--- src/rtl/data_memory_arbiter.sv ---
// Two-requester arbiter in front of a single combinational-read DataMemory port.
// Optional round-robin arbitration via DMEM_ARB_ROUND_ROBIN_EN (fixed priority to requester 0 otherwise).
module data_memory_arbiter #(
    parameter int N = 32
) (
    input  logic         clk_i,
    input  logic         rst_n_i,
    input  logic         req0_valid_i,
    output logic         req0_ready_o,
    input  logic         req0_we_i,
    input  logic [N-1:0] req0_addr_i,
    input  logic [N-1:0] req0_wdata_i,
    output logic         rsp0_valid_o,
    output logic [N-1:0] rsp0_rdata_o,
    input  logic         req1_valid_i,
    output logic         req1_ready_o,
    input  logic         req1_we_i,
    input  logic [N-1:0] req1_addr_i,
    input  logic [N-1:0] req1_wdata_i,
    output logic         rsp1_valid_o,
    output logic [N-1:0] rsp1_rdata_o,
    output logic [N-1:0] mem_addr_o,
    output logic         mem_enable_data_o,
    output logic [N-1:0] mem_write_data_o,
    input  logic [N-1:0] mem_read_data_i
);

    typedef enum logic [1:0] {
        IDLE   = 2'd0,
        ACCESS = 2'd1,
        RESP   = 2'd2
    } state_e;

    state_e       state_q, state_d;
    logic         gnt_q, gnt_d;
    logic         last_grant_q, last_grant_d;
    logic         we_q, we_d;
    logic [N-1:0] addr_q, addr_d;
    logic [N-1:0] wdata_q, wdata_d;
    logic [N-1:0] rdata_q, rdata_d;

    logic idle;
    logic win1;
    logic handshake;

    assign idle = (state_q == IDLE);

    // win1: requester 1 takes the grant this cycle (only meaningful while it is valid)
`ifdef DMEM_ARB_ROUND_ROBIN_EN
    assign win1 = req1_valid_i & (~req0_valid_i | ~last_grant_q);
`else
    assign win1 = req1_valid_i & ~req0_valid_i;
`endif

    assign req0_ready_o = idle & req0_valid_i & ~win1;
    assign req1_ready_o = idle & win1;
    assign handshake    = req0_ready_o | req1_ready_o;

    always_comb begin
        state_d      = state_q;
        gnt_d        = gnt_q;
        last_grant_d = last_grant_q;
        we_d         = we_q;
        addr_d       = addr_q;
        wdata_d      = wdata_q;
        rdata_d      = rdata_q;
        case (state_q)
            IDLE: begin
                if (handshake) begin
                    state_d      = ACCESS;
                    gnt_d        = win1;
                    last_grant_d = win1;
                    we_d         = win1 ? req1_we_i    : req0_we_i;
                    addr_d       = win1 ? req1_addr_i  : req0_addr_i;
                    wdata_d      = win1 ? req1_wdata_i : req0_wdata_i;
                end
            end
            ACCESS: begin
                // Writes return zero data; the response pulse is the write ack.
                rdata_d = we_q ? '0 : mem_read_data_i;
                state_d = RESP;
            end
            RESP:    state_d = IDLE;
            default: state_d = IDLE;
        endcase
    end

    always_ff @(posedge clk_i) begin
        if (!rst_n_i) begin
            state_q      <= IDLE;
            gnt_q        <= 1'b0;
            last_grant_q <= 1'b1;
            we_q         <= 1'b0;
            addr_q       <= '0;
            wdata_q      <= '0;
            rdata_q      <= '0;
        end else begin
            state_q      <= state_d;
            gnt_q        <= gnt_d;
            last_grant_q <= last_grant_d;
            we_q         <= we_d;
            addr_q       <= addr_d;
            wdata_q      <= wdata_d;
            rdata_q      <= rdata_d;
        end
    end

    assign mem_addr_o        = addr_q;
    assign mem_write_data_o  = wdata_q;
    assign mem_enable_data_o = (state_q == ACCESS) & we_q;

    assign rsp0_valid_o = (state_q == RESP) & ~gnt_q;
    assign rsp1_valid_o = (state_q == RESP) &  gnt_q;
    assign rsp0_rdata_o = rsp0_valid_o ? rdata_q : '0;
    assign rsp1_rdata_o = rsp1_valid_o ? rdata_q : '0;

endmodule

--- config.mk ---
export PLATFORM = sky130hd
export DESIGN_NAME = data_memory_arbiter
export DESIGN_NICKNAME = d
export VERILOG_FILES = /design/src/rtl/data_memory_arbiter.sv
export SDC_FILE = /design/constraint.sdc
export NUM_CORES = 1
export LEC_CHECK = 0
export ABC_AREA = 1
export CORE_MARGIN = 5
export CORE_UTILIZATION = 43
export CTS_BUF_LIST = sky130_fd_sc_hd__clkbuf_8
export CTS_CLUSTER_SIZE = 24
export DETAILED_ROUTE_END_ITERATION = 12
export MAX_ROUTING_LAYER = met4
export PLACE_DENSITY = 0.9
export SETUP_SLACK_MARGIN = 0.5
export SYNTH_ARGS = -nofsm -noshare
export SYNTH_HDL_FRONTEND = slang
export SYNTH_SLANG_ARGS = --single-unit
--- constraint.sdc ---
create_clock -name clk_i -period 2.52 [get_ports clk_i]
set_input_delay 0.252 -clock clk_i [delete_from_list [all_inputs] [get_ports clk_i]]
set_output_delay 0.252 -clock clk_i [all_outputs]
set_load 0.02 [all_outputs]
Word-level counts from Yosys, hierarchy flattened:

Index checks and enable logic that the tools add are counted.

* eq/ne operators: 3
* reductions and logical operators: 2
* bitwise logic cells: 11
* multiplexer cells: 8

Operators with widths (count)
* $mux W32: 5
* $and A1 B1 Y1: 7
* $pmux W2 S2: 1
* $not A1 Y1: 3
* $eq A2 B1 Y1 const B: 1
* $eq A2 B2 Y1 const B: 1
* $logic_not A2 Y1: 1
* $mux W2: 1
* $ne A2 B1 Y1 const B: 1
* $reduce_and A2 Y1: 1
* $mux W1: 1
* $or A1 B1 Y1: 1

* word-level logic and storage cells: 30
* register bits after elaboration: 100
* output and inout port bits: 133

Longest topological paths before layout:

Gate-level depths: netlist (run 1).

* depth in word-level cells: 7
* gate-level depth with buffers: 8

Worst setup path before layout (run 1):

No wires, ideal clock.

* kind: reg2out
* start: reg state_q[0]
* end: out rsp0_rdata_o[22]
* path buffers: 1
* data arrival time: 1056 ps
* path slack: 1212 ps
* stages on the path, launching flop included: 5
* path through: dfxtp_1 inv_1 nand3b_1 clkbuf_1 nor2_1

* longest elaborated chain between the ends: 3

Ends and longest elaborated chain
* start, declared: line 34 `state_e state_q, state_d;`
* start signal, assigned: line 98 `state_q <= state_d;`
* $eq A2 B2 Y1: line 112 `assign rsp0_valid_o = (state_q == RESP) & ~gnt_q;`
* $and A1 B1 Y1: line 112
* $mux W32: line 114 `assign rsp0_rdata_o = rsp0_valid_o ? rdata_q : '0;`
* end, declared: line 14 `output logic [N-1:0] rsp0_rdata_o,`

No other way between the ends.

Worst setup path after layout (run 1):

* start: reg state_q[0]
* end: out rsp0_rdata_o[27]

Same word-level chain as after synthesis.

==> results of run 1 <==
[worst max-delay path: stages, from the launching register on]
cell	delay, ns
dfxtp_1	0.36
inv_1	0.08
nand3b_1	0.12
buf_12	0.19
nor2_1	0.12
dlygate4sd2_1	0.36
[where the power goes]
part | internal, uW | switching [uW]
clock network | 576 | 544
registers | 1730 | 80.1
logic | 626 | 693
total | 2930 | 1320
[synthesized netlist by cell type]
cell	instances
o21ai_0	32
a21oi_1	1
o21ai_4	1
nor2_2	1
nand2_1	296
buf_6	9
dfxtp_1	100
nand3b_1	1
nor2_1	196
nand3_1	100
buf_2	24
clkbuf_1	26
inv_1	104
inv_2	1
buf_1	1
buf_4	2
clkinv_1	1
[through the flow]
stage	cells	area, um^2	total power, uW	hold WS [ns]	worst slack [ns]
floorplan	896	5280	2550	0.415	1.21
detailed placement	1293	8230	3170	0.471	0.617
global placement	1293	8230	3140	0.463	0.644
global route	1307	8400	4500	0.254	0.545
finish	1307	8400	4250	0.250	0.680
CTS	1307	8380	4290	0.226	0.385
[layout make-up]
type | instances | share of cell area
multi-input cells | 628 | 0.303
well taps | 147 | 0.0219
clock buffers | 10 | 0.0164
repair buffers | 312 | 0.364
clock inverters | 4 | 0.00894
inverters | 106 | 0.0474
flip-flops and latches | 100 | 0.238
[cells by family after synthesis]
| group | count (synthesis) |
|---|---|
| buf+inv | 168 |
| compound gates | 34 |
| flops | 100 |
| simple gates | 594 |
[routing by layer]
metal	part of all wire	global-route usage	up-vias	wire length, um
met5	0	-	-	0
met3	0.068	0.0444	40	1230
met2	0.50	0.408	224	9010
met1	0.40	0.292	2694	7230
met4	0.030	0.103	0	537
li1	-	-	3188	-
[worst paths after layout]
path | start | endpoint | slack [ns] | cells after the start
worst max-delay path | state_q[0]$_SDFFE_PN0P_ | rsp0_rdata_o[27] | 0.68 | 5
worst min-delay path | req1_valid_i | gnt_q$_SDFFE_PN0P_ | 0.25 | 3
worst max register to register | state_q[1]$_SDFFE_PN0P_ | mem_write_data_o[16]$_SDFFE_PN0P_ | 1.05 | 6
worst min register to register | gnt_q$_SDFFE_PN0P_ | gnt_q$_SDFFE_PN0P_ | 0.48 | 2
[timing repair]
action                                  CTS  global route
cloned                                    0             0
endpoints found under the setup margin   66             4
buffers inserted                          0             0
gates resized for setup                  67             6
[sequential cells by signal, indices dropped and copies added (netlist names)]
name,flops
gnt_q,1
mem_addr_o,32
rdata_q,32
mem_write_data_o,32
state_q,2
we_q,1
==> reports/metrics.yaml, run 1 <==
synthesis:
  syn_area_um2: 5280
  ys_top_cells_by_area: "dfxtp_1 (38%), nand2_1 (21%), nor2_1 (14%), nand3_1 (9.5%), inv_1 (7.4%)"
  synth-simple-area-share: 0.447
  ys_ff_latch: 100
  synth.distinct_cells: 17
  synth-seq-area-share: 0.379
  synth_top_family_by_area: "simple AND/OR/NAND/NOR gates"
  syn-num-nets: 1062
  yosysTopAreaCellShare: 0.379
  synth_cells: 896
  synthXorXnorAreaFrac: 0
  synth.area.mux_share: 0
  yosys_warnings: 0
  synth-compound-area-share: 0.0344
  synthAdderAreaFrac: 0
  synth_largest_area_cell: "dfxtp_1"
  avgSynthCellArea_um2: 5.89
worst_setup_path:
  worstSetupPathType: "reg -> out"
  required_ns: 2.27
  crit_arrival_ns: 1.59
  path_max_fanout: 33
  cp-start-kind: "register"
  crit_path_end_kind: "primary output"
routing:
  via_per_inst: 4.70
  postRouteAntennaNets: 0
  vias: 6146
  drcViolationCount: 0
  first_iter_violations: 396
  wire_per_inst_um: 13.8
  wl_mm: 18.0
  drt-pass1-iter-count: 4
pwr:
  irDropWorstVdd_v: 0.000326
  powerDensity_nw_per_um2: 506
  leakage_uw: 0.00421
floorplan:
  die_x_um: 121
  fp.dieH_um: 121
  ios: 299
  rows: 40
  dieArea_um2: 14600
  start_util: 0.440
  coreArea_um2: 12000
finish:
  multi_input_area_um2: 2540
  final_common_cell: "nand2_1"
  antennaDiodeCount: 0
  seqCellArea_um2: 2000
  nNetsFinal: 1323
  layout.cells.most_common_list: "nand2_1 (295), clkdlybuf4s50_1 (228), nor2_1 (196)"
  fillCellCount: 1052
  area_growth_pct: 59.0
  drive_gt1_frac: 0.0293
  final_util: 0.699
clock_network:
  cts_buffer_depth: 2
  cts_hold_buf: 0
  ctsHtreeMaxLevel: 3
  root_buffer: "clkbuf_8"
  tritoncts: "yes"
  cts_sinks: 100
  clkTransAtPathRegs_ns: 0.10
  clk-insertion-delay-late_ns: 0.36
  numCtsBuffers: 9
global_route:
  grt_pass1_wl_mm: 28.2
  track_usage: 0.245
  overflow: 0
  antenna_found_initial: 0
  grt_start_max_net_pins: 128
  grt_pass1_vias: 5706
job:
  maxCapViolations: 0
sta:
  worst_pin_slew_ns: 0.608
  rsz0062_at_grt: "false"
  min_period_ns: 1.84
  tns_ns: 0
  slew_headroom: 0.595
  skew_ns: 0.0109
  hold_violations: 0
  slew_violations: 0
  setup_viol: 0
  period_share: 0.730
  fmax_mhz: 544
min_path:
  hold_path.class: "in -> reg"
place:
  dp_hpwl_mm: 13.2
  portBuffers: 298
  gp_congestion: 0.845
outcome:
  status: "finished, final reports clean"
Power figures use the tool's default switching activity.
==> inputs of run 2 (changes only) <==
--- a/config.mk
+++ b/config.mk
@@ -7,12 +7,12 @@
 export LEC_CHECK = 0
 export ABC_AREA = 1
 export CORE_MARGIN = 5
-export CORE_UTILIZATION = 43
+export CORE_UTILIZATION = 40
 export CTS_BUF_LIST = sky130_fd_sc_hd__clkbuf_8
 export CTS_CLUSTER_SIZE = 24
 export DETAILED_ROUTE_END_ITERATION = 12
 export MAX_ROUTING_LAYER = met4
-export PLACE_DENSITY = 0.9
+export PLACE_DENSITY = 0.84
 export SETUP_SLACK_MARGIN = 0.5
 export SYNTH_ARGS = -nofsm -noshare
 export SYNTH_HDL_FRONTEND = slang
==> constraint.sdc (replaced) <==
create_clock -name clk_i -period 1.9 [get_ports clk_i]
set_input_delay 0.19 -clock clk_i [delete_from_list [all_inputs] [get_ports clk_i]]
set_output_delay 0.19 -clock clk_i [all_outputs]
set_load 0.02 [all_outputs]
==> run 2 against run 1 <==
Clock skew is 0.0019 ns higher. Die area is 6.9% higher. Setup slack worse by 0.52 ns. First-iteration DRC count is 39% higher. Critical endpoint is now rsp0_rdata_o[10]. Via count is 6.6% higher. Utilization is 0.49 points higher. Design area is 9.7% higher. Clock-buffer cell count stayed put. Critical path depth stayed put. Sequential share of layout area is 2.0 points lower. Register-to-register slack worse by 0.56 ns. Non-clock buffer count is 15 higher.
==> reports/metrics.yaml, run 2 (synthesis results as in run 1) <==
worst_setup_path:
  path_cells: "nand3b_1, buf_4, buf_12, nor2_1, buf_4"
  required_ns: 1.71
  crit_path_end_kind: "primary output"
  slowest_stage: "dfxtp_2"
  path_max_fanout: 17
  crit_buf_inv: 3
  reg2reg_depth: 5
  path_common_cell: "buf_4"
  critPathTopFamily: "buffers and inverters"
  slowest_delay_ns: 0.36
  r2r_end: "rdata_q[10]$_SDFFE_PN0N_"
  cp-start-kind: "register"
  worstSetupPathType: "reg -> out"
  crit_arrival_ns: 1.55
  r2r_slack_ns: 0.49
  reg2reg_from: "state_q[1]$_SDFFE_PN0P_"
finish:
  final_common_cell: "nand2_1"
  antennaDiodeCount: 0
  area_growth_pct: 74.5
  stdcell_count: 1352
  layout.cells.most_common_list: "nand2_1 (295), clkdlybuf4s50_1 (163), nor2_1 (135)"
  nNetsFinal: 1338
  drive_gt1_frac: 0.156
sta:
  slew_headroom: 0.740
  setup_viol: 0
  tns_ns: 0
  rsz0062_at_grt: "true"
  worst_slack_ns: 0.164
  min_period_ns: 1.74
  fmax_mhz: 576
  slew_violations: 0
  hold_violations: 0
  skew_ns: 0.0128
  period_share: 0.914
  worst_pin_slew_ns: 0.387
pwr:
  p_comb_frac: 0.328
  seqPwrFrac: 0.429
  p_clk_frac: 0.243
  power_uw: 5600
  swShare: 0.332
  p_sw_uw: 1860
  powerDensity_nw_per_um2: 608
  power.internal_uw: 3740
  irDropWorstVdd_v: 0.000479
  leakage_uw: 0.00439
global_route:
  overflow: 0
  grt_pass1_vias: 5785
  grt_start_max_net_pins: 65
  track_usage: 0.231
  antenna_found_initial: 0
  grt_pass1_wl_mm: 28.9
outcome:
  status: "finished, final reports clean"
routing:
  drcViolationCount: 0
  drt-pass1-iter-count: 5
  via_per_inst: 4.85
  wl_mm: 20.9
  wire_per_inst_um: 15.5
  postRouteAntennaNets: 0
  first_iter_violations: 549
  vias: 6552
floorplan:
  fp.dieH_um: 125
  dieArea_um2: 15600
  die_x_um: 125
  coreArea_um2: 13100
  start_util: 0.404
  rows: 42
  ios: 299
place:
  dp_hpwl_mm: 13.2
  portBuffers: 298
  post-place-ws_ns: 0.136
  dp.cells: 1329
  gp_congestion: 0.839
clock_network:
  cts_sinks: 100
  clk-insertion-delay-late_ns: 0.37
  numCtsBuffers: 9
  tritoncts: "yes"
  ctsHtreeMaxLevel: 3
  cts_buffer_depth: 2
  cts_hold_buf: 0
  clkTransAtPathRegs_ns: 0.10
  root_buffer: "clkbuf_8"
job:
  maxCapViolations: 0
min_path:
  min_to: "mem_addr_o[4]$_SDFFE_PN0P_"
  min_from: "rst_n_i"
  whs_path_depth: 3
  hold_path.class: "in -> reg"
[run 2: cell types whose count changed in the layout (fill, tap and decap cells not counted), moves of 4 or more]
cell	change
clkdlybuf4s50_1	-65
nor2_2	+9
buf_12	+7
buf_6	+61
buf_4	+9
dlymetal6s2s_1	-4
nor2_1	-61
nor2_4	+52
[run 2: layer usage]
| layer | global-route usage | vias to the layer above | share of wire | routed length (um) |
|---|---|---|---|---|
| met3 | 0.0643 | 84 | 0.069 | 1440 |
| li1 | - | 3227 | - | - |
| met1 | 0.262 | 2957 | 0.39 | 8080 |
| met4 | 0.0746 | 0 | 0.043 | 898 |
| met2 | 0.396 | 284 | 0.50 | 10500 |
| met5 | - | - | 0 | 0 |
[run 2: power groups by stage]
stage | clock network, uW | registers (uW) | logic, uW
floorplan | 0 | 2630 | 753
global route | 1500 | 2430 | 2000
global placement | 0 | 2440 | 1800
detailed placement | 0 | 2450 | 1820
finish | 1360 | 2400 | 1840
CTS | 1400 | 2400 | 1760
[run 2: worst max path at each step]
stage	slack (ns)	depth (start not counted)	from	endpoint
2_1_floorplan	0.65	4	state_q[0]$_SDFFE_PN0P_	rsp0_rdata_o[22]
3_3_place_gp	0.14	5	req0_valid_i	req1_ready_o
3_5_place_dp	0.14	5	req0_valid_i	req1_ready_o
4_1_cts	0.25	6	state_q[0]$_SDFFE_PN0P_	rsp0_rdata_o[24]
5_1_grt	0.1	6	state_q[0]$_SDFFE_PN0P_	rsp0_rdata_o[9]
6_report	0.16	5	gnt_q$_SDFFE_PN0P_	rsp0_rdata_o[10]
[run 2: final cells by class]
class,count,area (um^2)
clock buffer,10,138
clock inverter,5,55.1
fill,1054,3870
inverter,106,405
multi-input combinational,628,2970
sequential,100,2010
tap,176,220
timing repair buffer,327,3410
[run 2: worst reg2reg max path: cells and delay by family (launching register included)]
kind	cells	cell delay (ns)
AOI/OAI and AO/OA	1	0.19
and+or+nand+nor	2	0.29
DFF	1	0.39
buffers and inverters	2	0.43
[run 2: stage by stage]
stage	hold slack, ns	utilization	instance area, um^2
after CTS	0.194	0.659	8620
after global routing	0.211	0.704	9210
final	0.229	0.704	9210
after global placement	0.464	0.643	8410
after detailed placement	0.472	0.643	8410
after floorplan	0.353	-	5280
[run 2: repair_timing]
item                       in CTS  in global routing
setup endpoints to repair     133                 71
setup buffers                   2                  0
resized for setup             452                144
pin swaps                       0                  1
cloned                          3                  3
